<file path="config.mk">
export PLATFORM = sky130hd
export DESIGN_NAME = calc_sequencer
export DESIGN_NICKNAME = d
export VERILOG_FILES = /design/src/rtl/calc_sequencer.sv
export SDC_FILE = /design/constraint.sdc
export NUM_CORES = 1
export LEC_CHECK = 0
export ABC_CLOCK_PERIOD_IN_PS = 3400
export CELL_PAD_IN_SITES_DETAIL_PLACEMENT = 0
export CELL_PAD_IN_SITES_GLOBAL_PLACEMENT = 1
export CORE_MARGIN = 2
export CORE_UTILIZATION = 44
export CTS_CLUSTER_DIAMETER = 50
export DETAILED_ROUTE_END_ITERATION = 6
export GPL_ROUTABILITY_DRIVEN = 0
export HOLD_SLACK_MARGIN = 0.06
export PLACE_DENSITY_LB_ADDON = 0.05
export SLEW_MARGIN = 20
export SYNTH_ARGS = -nofsm -noshare
export SYNTH_HDL_FRONTEND = slang
export SYNTH_SLANG_ARGS = --single-unit
</file>
<file path="constraint.sdc">
create_clock -name clock_i -period 3.4 [get_ports clock_i]
set_clock_uncertainty 0.05 [all_clocks]
set_input_delay 1.02 -clock clock_i [delete_from_list [all_inputs] [get_ports clock_i]]
set_output_delay 1.02 -clock clock_i [all_outputs]
set_load 0.01 [all_outputs]
</file>
<file path="src/rtl/calc_sequencer.sv">
// Keypad-to-calculator command sequencer: buffers key codes in a small FIFO,
// issues them one at a time with a no-op gap, and captures results with a busy timeout.
module calc_sequencer #(
  parameter int DEPTH   = 4,
  parameter int TIMEOUT = 255
) (
  input  logic                   clock_i,
  input  logic                   reset_ni,
  input  logic                   key_valid_i,
  input  logic [3:0]             key_code_i,
  output logic                   key_ready_o,
  output logic [3:0]             calc_cmd_o,
  input  logic [1:0]             calc_status_i,
  input  logic [3:0]             calc_data_i,
  output logic                   res_valid_o,
  output logic [3:0]             res_digit_o,
  output logic                   err_o,
  output logic [$clog2(DEPTH):0] fifo_count_o
);
  localparam int AW = $clog2(DEPTH);
  localparam int CW = AW + 1;
  localparam logic [CW-1:0] FULL_C    = CW'(DEPTH);
  localparam logic [8:0]    TIMEOUT_C = 9'(TIMEOUT);
  localparam logic [3:0]    CODE_D    = 4'hD;
  localparam logic [3:0]    CODE_E    = 4'hE;
  localparam logic [3:0]    CODE_F    = 4'hF;

  typedef enum logic [2:0] {
    S_IDLE, S_ISSUE, S_GAP, S_WAIT_RES, S_ERROR, S_CLEAR
  } state_t;

  state_t          state_q;
  logic [3:0]      mem_q [DEPTH];
  logic [AW-1:0]   wr_ptr_q, rd_ptr_q;
  logic [CW-1:0]   count_q;
  logic [7:0]      busy_q;
  logic            first_q;
  logic [3:0]      cmd_q;
  logic            res_valid_q;
  logic [3:0]      res_digit_q;
  logic            err_q;

  logic            accept, push, pop, goto_err;
  logic [8:0]      busy_inc;

  assign key_ready_o = (count_q < FULL_C) && (state_q != S_ERROR) && (state_q != S_CLEAR);
  assign accept      = key_valid_i && key_ready_o;
  assign push        = accept && (key_code_i != CODE_D);
  assign pop         = (state_q == S_IDLE) && (count_q != '0) && (calc_status_i == 2'd0);
  assign busy_inc    = {1'b0, busy_q} + 9'd1;

  // The first WAIT_RES cycle is blind to status while the datapath settles.
  always_comb begin
    goto_err = 1'b0;
    case (state_q)
      S_IDLE, S_GAP: goto_err = (calc_status_i == 2'd2);
      S_WAIT_RES:    goto_err = !first_q && ((calc_status_i == 2'd2) ||
                                 ((calc_status_i == 2'd1) && (busy_inc >= TIMEOUT_C)));
      default:       goto_err = 1'b0;
    endcase
  end

  always_ff @(posedge clock_i) begin
    if (push) mem_q[wr_ptr_q] <= key_code_i;
  end

  always_ff @(posedge clock_i or negedge reset_ni) begin
    if (!reset_ni) begin
      state_q     <= S_IDLE;
      wr_ptr_q    <= '0;
      rd_ptr_q    <= '0;
      count_q     <= '0;
      busy_q      <= '0;
      first_q     <= 1'b0;
      cmd_q       <= CODE_D;
      res_valid_q <= 1'b0;
      res_digit_q <= '0;
      err_q       <= 1'b0;
    end else begin
      res_valid_q <= 1'b0;
      if (push) wr_ptr_q <= wr_ptr_q + 1'b1;
      if (pop)  rd_ptr_q <= rd_ptr_q + 1'b1;
      if (push && !pop)      count_q <= count_q + 1'b1;
      else if (pop && !push) count_q <= count_q - 1'b1;
      if (accept) err_q <= 1'b0;

      case (state_q)
        S_IDLE: begin
          if (goto_err) begin
            state_q <= S_ERROR;
          end else if (pop) begin
            cmd_q   <= mem_q[rd_ptr_q];
            state_q <= S_ISSUE;
          end
        end
        S_ISSUE: begin
          cmd_q   <= CODE_D;
          busy_q  <= '0;
          first_q <= 1'b1;
          state_q <= (cmd_q == CODE_E) ? S_WAIT_RES : S_GAP;
        end
        S_GAP: begin
          state_q <= goto_err ? S_ERROR : S_IDLE;
        end
        S_WAIT_RES: begin
          first_q <= 1'b0;
          if (goto_err) begin
            state_q <= S_ERROR;
          end else if (!first_q && calc_status_i == 2'd1) begin
            busy_q <= busy_inc[7:0];
          end else if (!first_q && calc_status_i == 2'd0) begin
            res_digit_q <= calc_data_i;
            res_valid_q <= 1'b1;
            state_q     <= S_GAP;
          end
        end
        S_ERROR: begin
          wr_ptr_q <= '0;
          rd_ptr_q <= '0;
          count_q  <= '0;
          cmd_q    <= CODE_F;
          state_q  <= S_CLEAR;
        end
        S_CLEAR: begin
          cmd_q   <= CODE_D;
          state_q <= S_GAP;
        end
        default: state_q <= S_IDLE;
      endcase

      if (goto_err) err_q <= 1'b1;
    end
  end

  assign calc_cmd_o   = cmd_q;
  assign res_valid_o  = res_valid_q;
  assign res_digit_o  = res_digit_q;
  assign err_o        = err_q;
  assign fifo_count_o = count_q;

endmodule

</file>
Word-level counts from Yosys, hierarchy flattened
Memory sizes are Yosys's and may differ from the RTL's.
Cells that the tools add are included.
{ "op_classes": {"n_eq_ne": 18, "muxes": 31, "n_lt_le_gt_ge": 2, "n_bitwise": 2, "n_reduce_logical": 31, "addsub": 5} }
{ "op_table": {"columns": ["operator", "n"], "rows": [
  ["3-bit two-way mux", 9],
  ["3-bit case mux with 6 select lines", 1],
  ["8-bit two-way mux", 2],
  ["8-bit case mux with 2 select lines", 1],
  ["3-bit != test, second input constant", 5],
  ["1-bit logical AND", 12],
  ["4-bit case mux with 3 select lines", 1],
  ["8-bit by 1-bit adder with 9-bit output, second input constant", 1],
  ["9-bit by 8-bit greater-or-equal comparator with 1-bit output, second input constant", 1],
  ["1-bit two-way mux", 9],
  ["3-bit AND reduction", 3],
  ["3-bit nonzero test", 3],
  ["2-bit two-way mux", 4],
  ["4-bit two-way mux", 2],
  ["2-bit != test, second input constant", 4],
  ["2-bit nonzero test", 4],
  ["3-bit by 2-bit equality test with 1-bit output, second input constant", 2],
  ["3-bit equality test, second input constant", 2],
  ["2-bit by 1-bit adder with 2-bit output, second input constant", 2],
  ["4-bit equality test, second input constant", 1],
  ["4-bit != test, second input constant", 1],
  ["1-bit case mux with 2 select lines", 2],
  ["4-bit AND reduction", 1],
  ["2-bit OR reduction", 2],
  ["other kinds (11)", 14]
]} }
{ "word_totals": {"memories": 1, "out_inout_bits": 14, "wordCells": 100, "ramBits": 16, "ff_bits": 29} }
{ "mem_list": {"columns": ["name", "words", "word_bits", "rd", "rd_ports_with_merged_regs", "wr", "line_no", "source"], "rows": [
  ["mem_q", 4, 4, 1, 0, 1, "33", "logic [3:0] mem_q [DEPTH];"]
]} }

Longest topological paths before layout
{ "depth": {"depth_word": 10, "mapped_depth": 10, "ltp_nobuf": 9} }

Least setup slack after synthesis
Ideal clock, no wire load.
{ "synth_path": {"path_kind": "input port to flip-flop", "startpoint": "input calc_status_i[1]", "endpoint": "register count_q[2], in the netlist fifo_count_o[2]", "setup_slack_ns": 0.332, "stages": 9, "setup_ns": 0.078, "arrival_ns": 2.940, "path_buffers": 1, "path_cell_list": "inv_1 -> o311ai_0 -> or4_1 -> clkbuf_1 -> ha_1 -> fa_1 -> xnor2_1 -> or3_1 -> a21oi_1"} }
{ "synth_via": {"elab_chain_cells": 6, "elab_cells_between_ends": 8, "classes_between": "2 x mux; 6 x reduce/logical"} }
{ "synth_lines": {"columns": ["item", "line_no", "source"], "rows": [
  ["start, declared", "13", "input logic [1:0] calc_status_i,"],
  ["2-bit logical NOT (*)", "49", "assign pop = (state_q == S_IDLE) && (count_q != '0) && (calc_status_i == 2'd0);"],
  ["1-bit logical AND (*)", "49", null],
  ["1-bit logical NOT", "83", "if (push && !pop) count_q <= count_q + 1'b1;"],
  ["1-bit logical AND", "83", null],
  ["3-bit two-way mux", "83", null],
  ["3-bit two-way mux", "87", "case (state_q)"],
  ["end signal, assigned", "83", null],
  ["end signal, assigned", "84", "else if (pop && !push) count_q <= count_q - 1'b1;"],
  ["end, declared", "35", "logic [CW-1:0] count_q;"]
]} }
Every way passes the cells marked *; elsewhere a longest branch is shown, timed or not.
A chain may end at the register's enable or synchronous reset.

Worst setup path in the final report
Ends and elaborated chain as after synthesis.

==> flow_summary.html <==
<table>
<tr><th>Metric</th><th>Value</th></tr>
<tr><th colspan="2">Routing</th></tr>
<tr><td>DR vias</td><td>~1.6k</td></tr>
<tr><td>DRC violation count after routing</td><td>0</td></tr>
<tr><td>Antenna Violating Nets Remaining</td><td>0</td></tr>
<tr><td>Wire length per cell after detailed routing</td><td>14.1 um</td></tr>
<tr><td>Detailed Routing Iterations Pass 1</td><td>4</td></tr>
<tr><td>Violation count after the first detailed-route iteration</td><td>87</td></tr>
<tr><td>Total wirelength of the detailed-routed design</td><td>roughly 4300 um</td></tr>
<tr><td>Via density per instance</td><td>5.12</td></tr>
<tr><th colspan="2">Floorplan</th></tr>
<tr><td>Die height</td><td>75.8 um</td></tr>
<tr><td>Initial core utilization</td><td>between 40% and 50%</td></tr>
<tr><td>Total Die Area</td><td>around 0.0057 mm^2</td></tr>
<tr><td>Ports placed on the boundary</td><td>27</td></tr>
<tr><td>Total core area</td><td>0.00504 mm^2</td></tr>
<tr><td>Die boundary width</td><td>75.8 um</td></tr>
<tr><td>Std cell rows</td><td>26</td></tr>
<tr><th colspan="2">Critical path</th></tr>
<tr><td>Data required time at the worst endpoint</td><td>about 3.6 ns</td></tr>
<tr><td>Cell depth of the worst flop-to-flop path</td><td>6</td></tr>
<tr><td>Worst setup SP type</td><td>primary input</td></tr>
<tr><td>Worst path buffer plus inverter count</td><td>2</td></tr>
<tr><td>Largest delay contributor family on the critical path</td><td>simple AND/OR/NAND/NOR gates</td></tr>
<tr><td>Flop2flop setup slack</td><td>~0.88 ns</td></tr>
<tr><td>Cell with the largest stage delay on the worst path</td><td>or4_1</td></tr>
<tr><td>Top fanout value on the critical path</td><td>2</td></tr>
<tr><td>Arrival time worst endpoint</td><td>roughly 3.4 ns</td></tr>
<tr><td>Critical path depth in cells</td><td>9</td></tr>
<tr><td>Critical Setup Path Class</td><td>in2reg</td></tr>
<tr><td>Worst reg2reg startpoint</td><td>state_q[1]$_DFFE_PN0P_</td></tr>
<tr><td>Cell-by-cell listing of the critical path</td><td>clkdlybuf4s50_1 -&gt; inv_1 -&gt; o311ai_0 -&gt; or4_1 -&gt; ha_1 -&gt; fa_1 -&gt; xnor2_1 -&gt; or3_1 -&gt; a21oi_1</td></tr>
<tr><td>Worst setup EP type</td><td>flop</td></tr>
<tr><td>Crit-path max cell delay</td><td>~0.48 ns</td></tr>
<tr><td>Terminus of the critical flop-to-flop path</td><td>fifo_count_o[2]$_DFFE_PN0P_</td></tr>
<tr><th colspan="2">Synth</th></tr>
<tr><td>Post-Synthesis Mean Instance Area</td><td>approximately 11 um^2</td></tr>
<tr><td>Number of synthesized register bits</td><td>45</td></tr>
<tr><td>Warning count from the yosys run</td><td>0</td></tr>
<tr><td>Dominant cell by count in the synthesized netlist</td><td>dfrtp_1</td></tr>
<tr><td>Number of different library cells in the post-synthesis netlist</td><td>46</td></tr>
<tr><td>Share of synthesized area occupied by flip-flops and latches</td><td>between 50% and 60%</td></tr>
<tr><td>Syn Inst Count</td><td>just over 200</td></tr>
<tr><td>Largest cells by area after synthesis</td><td>dfrtp_1 29%, edfxtp_1 21%, mux4_2 4.0%</td></tr>
<tr><td>Number of synthesized flops with an enable pin</td><td>16</td></tr>
<tr><td>Proportion of synthesized flip-flops having asynchronous set or reset</td><td>~64%</td></tr>
<tr><td>Top cell type's share of synthesized area</td><td>approximately 29%</td></tr>
<tr><td>Main synth FF type</td><td>dfrtp_1</td></tr>
<tr><td>Cell area after synthesis</td><td>~0.0023 mm^2</td></tr>
<tr><td>Leading cell types by count after synthesis</td><td>26 x dfrtp_1, 23 x nand2_1, 22 x nor2_1</td></tr>
<tr><td>Post-synthesis cell type with the largest combined area</td><td>dfrtp_1</td></tr>
<tr><td>Net count after synthesis</td><td>approximately 220</td></tr>
<tr><th colspan="2">Final layout</th></tr>
<tr><td>Finished Cell Area</td><td>around 0.0027 mm^2</td></tr>
<tr><td>Ant. Diodes</td><td>0</td></tr>
<tr><td>Fraction of layout cells with a size suffix above 1</td><td>between 10% and 20%</td></tr>
<tr><td>Filler cell count in the final layout</td><td>433</td></tr>
<tr><td>Final Net Count</td><td>255</td></tr>
<tr><td>Area growth syn-to-layout</td><td>21.1%</td></tr>
<tr><th colspan="2">Clock tree</th></tr>
<tr><td>Clock buffer count from CTS</td><td>5</td></tr>
<tr><td>Cell at the root of the clock tree</td><td>clkbuf_8</td></tr>
<tr><td>Clock tree from TritonCTS</td><td>built</td></tr>
<tr><td>Count of hold-fix buffers inserted at cts</td><td>0</td></tr>
<tr><td>Clock transition at the register clock pins on the worst setup and hold paths after CTS</td><td>~0.09 ns</td></tr>
<tr><td>Later-pin clock latency in the skew report</td><td>around 0.3 ns</td></tr>
<tr><td>Post-CTS setup buffer count</td><td>0</td></tr>
<tr><td>Clock Path Buffers</td><td>2</td></tr>
<tr><td>Cells resized by post-CTS repair</td><td>0</td></tr>
<tr><td>Number of clock sinks</td><td>45</td></tr>
<tr><td>H-Tree Depth</td><td>2</td></tr>
<tr><th colspan="2">GRT</th></tr>
<tr><td>Largest net degree at the start of global routing</td><td>30</td></tr>
<tr><td>Tot GR Track Use</td><td>around 17%</td></tr>
<tr><td>Number of antenna violations at the first check in global routing</td><td>0</td></tr>
<tr><td>Global-route wire length before repair</td><td>around 7200 um</td></tr>
<tr><td>Total grt overflow</td><td>0</td></tr>
<tr><td>Via count of the first global-routing pass</td><td>~1.6k</td></tr>
<tr><th colspan="2">Status</th></tr>
<tr><td>Result of the run</td><td>finished clean</td></tr>
<tr><th colspan="2">STA</th></tr>
<tr><td>Final worst-path cycle share</td><td>a little over nine tenths</td></tr>
<tr><td>Max Freq</td><td>roughly 310 MHz</td></tr>
<tr><td>Actual transition at the worst max-transition pin</td><td>between 0.8 and 0.9 ns</td></tr>
<tr><td>Crit path time final</td><td>3.20 ns</td></tr>
<tr><td>Unrepaired setup endpoints after global routing</td><td>false</td></tr>
<tr><td>Worst hold-check slack</td><td>around 0.43 ns</td></tr>
<tr><td>Smallest setup slack after layout</td><td>a little under 0.2 ns</td></tr>
<tr><td>Final hold vios</td><td>0</td></tr>
<tr><td>Max transition margin</td><td>between 40% and 50%</td></tr>
<tr><td>Number of pins exceeding their max-slew limit in the final report</td><td>0</td></tr>
<tr><td>Number of setup violations in the final report</td><td>0</td></tr>
<tr><th colspan="2">Power</th></tr>
<tr><td>Max rail drop VDD</td><td>about 0.35 mV</td></tr>
<tr><td>Leak Pwr</td><td>around 1.2 nW</td></tr>
<tr><td>Portion of total power attributed to combinational logic</td><td>approximately a third</td></tr>
<tr><td>Switching power</td><td>between 600 and 700 uW</td></tr>
<tr><td>Share of total power consumed by net switching</td><td>between 30% and 40%</td></tr>
<tr><td>Internal Dissipation</td><td>about 1.3 mW</td></tr>
<tr><td>Sequential group share of total power</td><td>43.8%</td></tr>
<tr><td>Power, Total</td><td>just under 2 mW</td></tr>
<tr><td>Clock group share of total power</td><td>21.5%</td></tr>
<tr><td>Power per standard cell area</td><td>around 700 mW/mm^2</td></tr>
<tr><th colspan="2">Worst hold path</th></tr>
<tr><td>Sink of the worst hold path</td><td>first_q$_DFFE_PN0P_</td></tr>
<tr><td>Path type of the worst min-delay path</td><td>reg2reg</td></tr>
<tr><td>Hold Path Depth</td><td>2</td></tr>
<tr><td>Critical hold path startpoint</td><td>first_q$_DFFE_PN0P_</td></tr>
<tr><th colspan="2">Place</th></tr>
<tr><td>Post-DP HPWL</td><td>about 3200 um</td></tr>
<tr><td>Port buffer count</td><td>26</td></tr>
<tr><td>Post-placement setup slack</td><td>-0.100 ns</td></tr>
<tr><td>Placed standard-cell area</td><td>0.00263 mm^2</td></tr>
<tr><th colspan="2">Flow run</th></tr>
<tr><td>Count of max-cap constraint violations</td><td>0</td></tr>
</table>
==> worst register-to-register path, cell delays in order, from the launching register on <==
cell	delay (ns)
dfrtp_1	0.55
or4_1	0.64
ha_1	0.24
fa_1	0.39
xnor2_1	0.14
or3_1	0.30
a21oi_1	0.14
==> through the flow <==
stage               util (%)  cells  setup TNS, ns
floorplan                  -    202              0
global placement        52.1    297        -0.0230
detailed placement      52.1    297         -0.100
CTS                     54.4    305              0
global route            54.4    305              0
finish                  54.4    305              0
==> worst max path at each step <==
stage | slack [ns] | from | to
after floorplan | 0.33 | calc_status_i[1] | fifo_count_o[2]$_DFFE_PN0P_
after global placement | -0.02 | calc_status_i[1] | fifo_count_o[2]$_DFFE_PN0P_
after detailed placement | -0.10 | calc_status_i[1] | fifo_count_o[2]$_DFFE_PN0P_
after CTS | 0.21 | calc_status_i[1] | fifo_count_o[2]$_DFFE_PN0P_
after global routing | 0.13 | calc_status_i[1] | fifo_count_o[2]$_DFFE_PN0P_
final | 0.20 | calc_status_i[1] | fifo_count_o[2]$_DFFE_PN0P_
==> area by class of cell <==
type	instances	area (um^2)	area share [%]
Sequential cell	45	1210	44.1
Clock buffer	5	68.8	2.51
Inverter	12	45.0	1.64
Timing Repair Buffer	33	313	11.4
Tap cell	70	87.6	3.19
Multi-Input combinational cell	137	973	35.5
Clock inverter	3	47.5	1.73
==> sequential cells by signal, summed over array words and instances (netlist names) <==
name          flops
busy_q            8
state_q           3
res_valid_o       1
res_digit_o       4
rd_ptr_q          2
calc_cmd_o        4
first_q           1
err_o             1
fifo_count_o      3
wr_ptr_q          2
mem_q            16
==> placed cells by master (no fill, tap or decap), types with 4 or more instances in the layout <==
cell / instances
dfrtp_1: 26
clkdlybuf4s50_1: 26
nand2_1: 23
nor2_1: 22
edfxtp_1: 16
inv_1: 12
ha_1: 7
buf_4: 7
o21ai_0: 6
nor3_1: 5
a21oi_1: 5
xnor2_1: 5
clkbuf_8: 5
and2_1: 4
nand2b_1: 4
a21o_1: 4
mux4_2: 4
o22a_1: 4
a211o_1: 4
==> power groups by stage <==
stage	Sequential (mW)	Combinational [mW]	Clock, mW
2_1_floorplan	0.837	0.401	0
3_3_place_gp	0.854	0.653	0
3_5_place_dp	0.861	0.681	0
4_1_cts	0.850	0.686	0.429
5_1_grt	0.874	0.749	0.452
6_report	0.847	0.670	0.416
==> per-layer routing <==
| layer | up-vias | global-route usage [%] | wire, um |
|---|---|---|---|
| met2 | 19 | 30.5 | 2370 |
| met1 | 758 | 19.4 | 1740 |
| met5 | - | 0 | 0 |
| li1 | 778 | - | - |
| met4 | 0 | 4.68 | 59 |
| met3 | 6 | 4.37 | 123 |
==> logic make-up (layout without fill, tap and decap cells) <==
kind of cell	count (synthesis)	count (layout)	synth area share, %
simple gates	79	79	18.1
fa+ha+maj	8	8	4.75
flops	45	45	53.4
xor+xnor	6	6	2.32
compound gates	37	37	12.5
mux	7	7	5.30
buf+inv	20	53	3.64
Note: power is estimated with default switching activity, not from simulation.
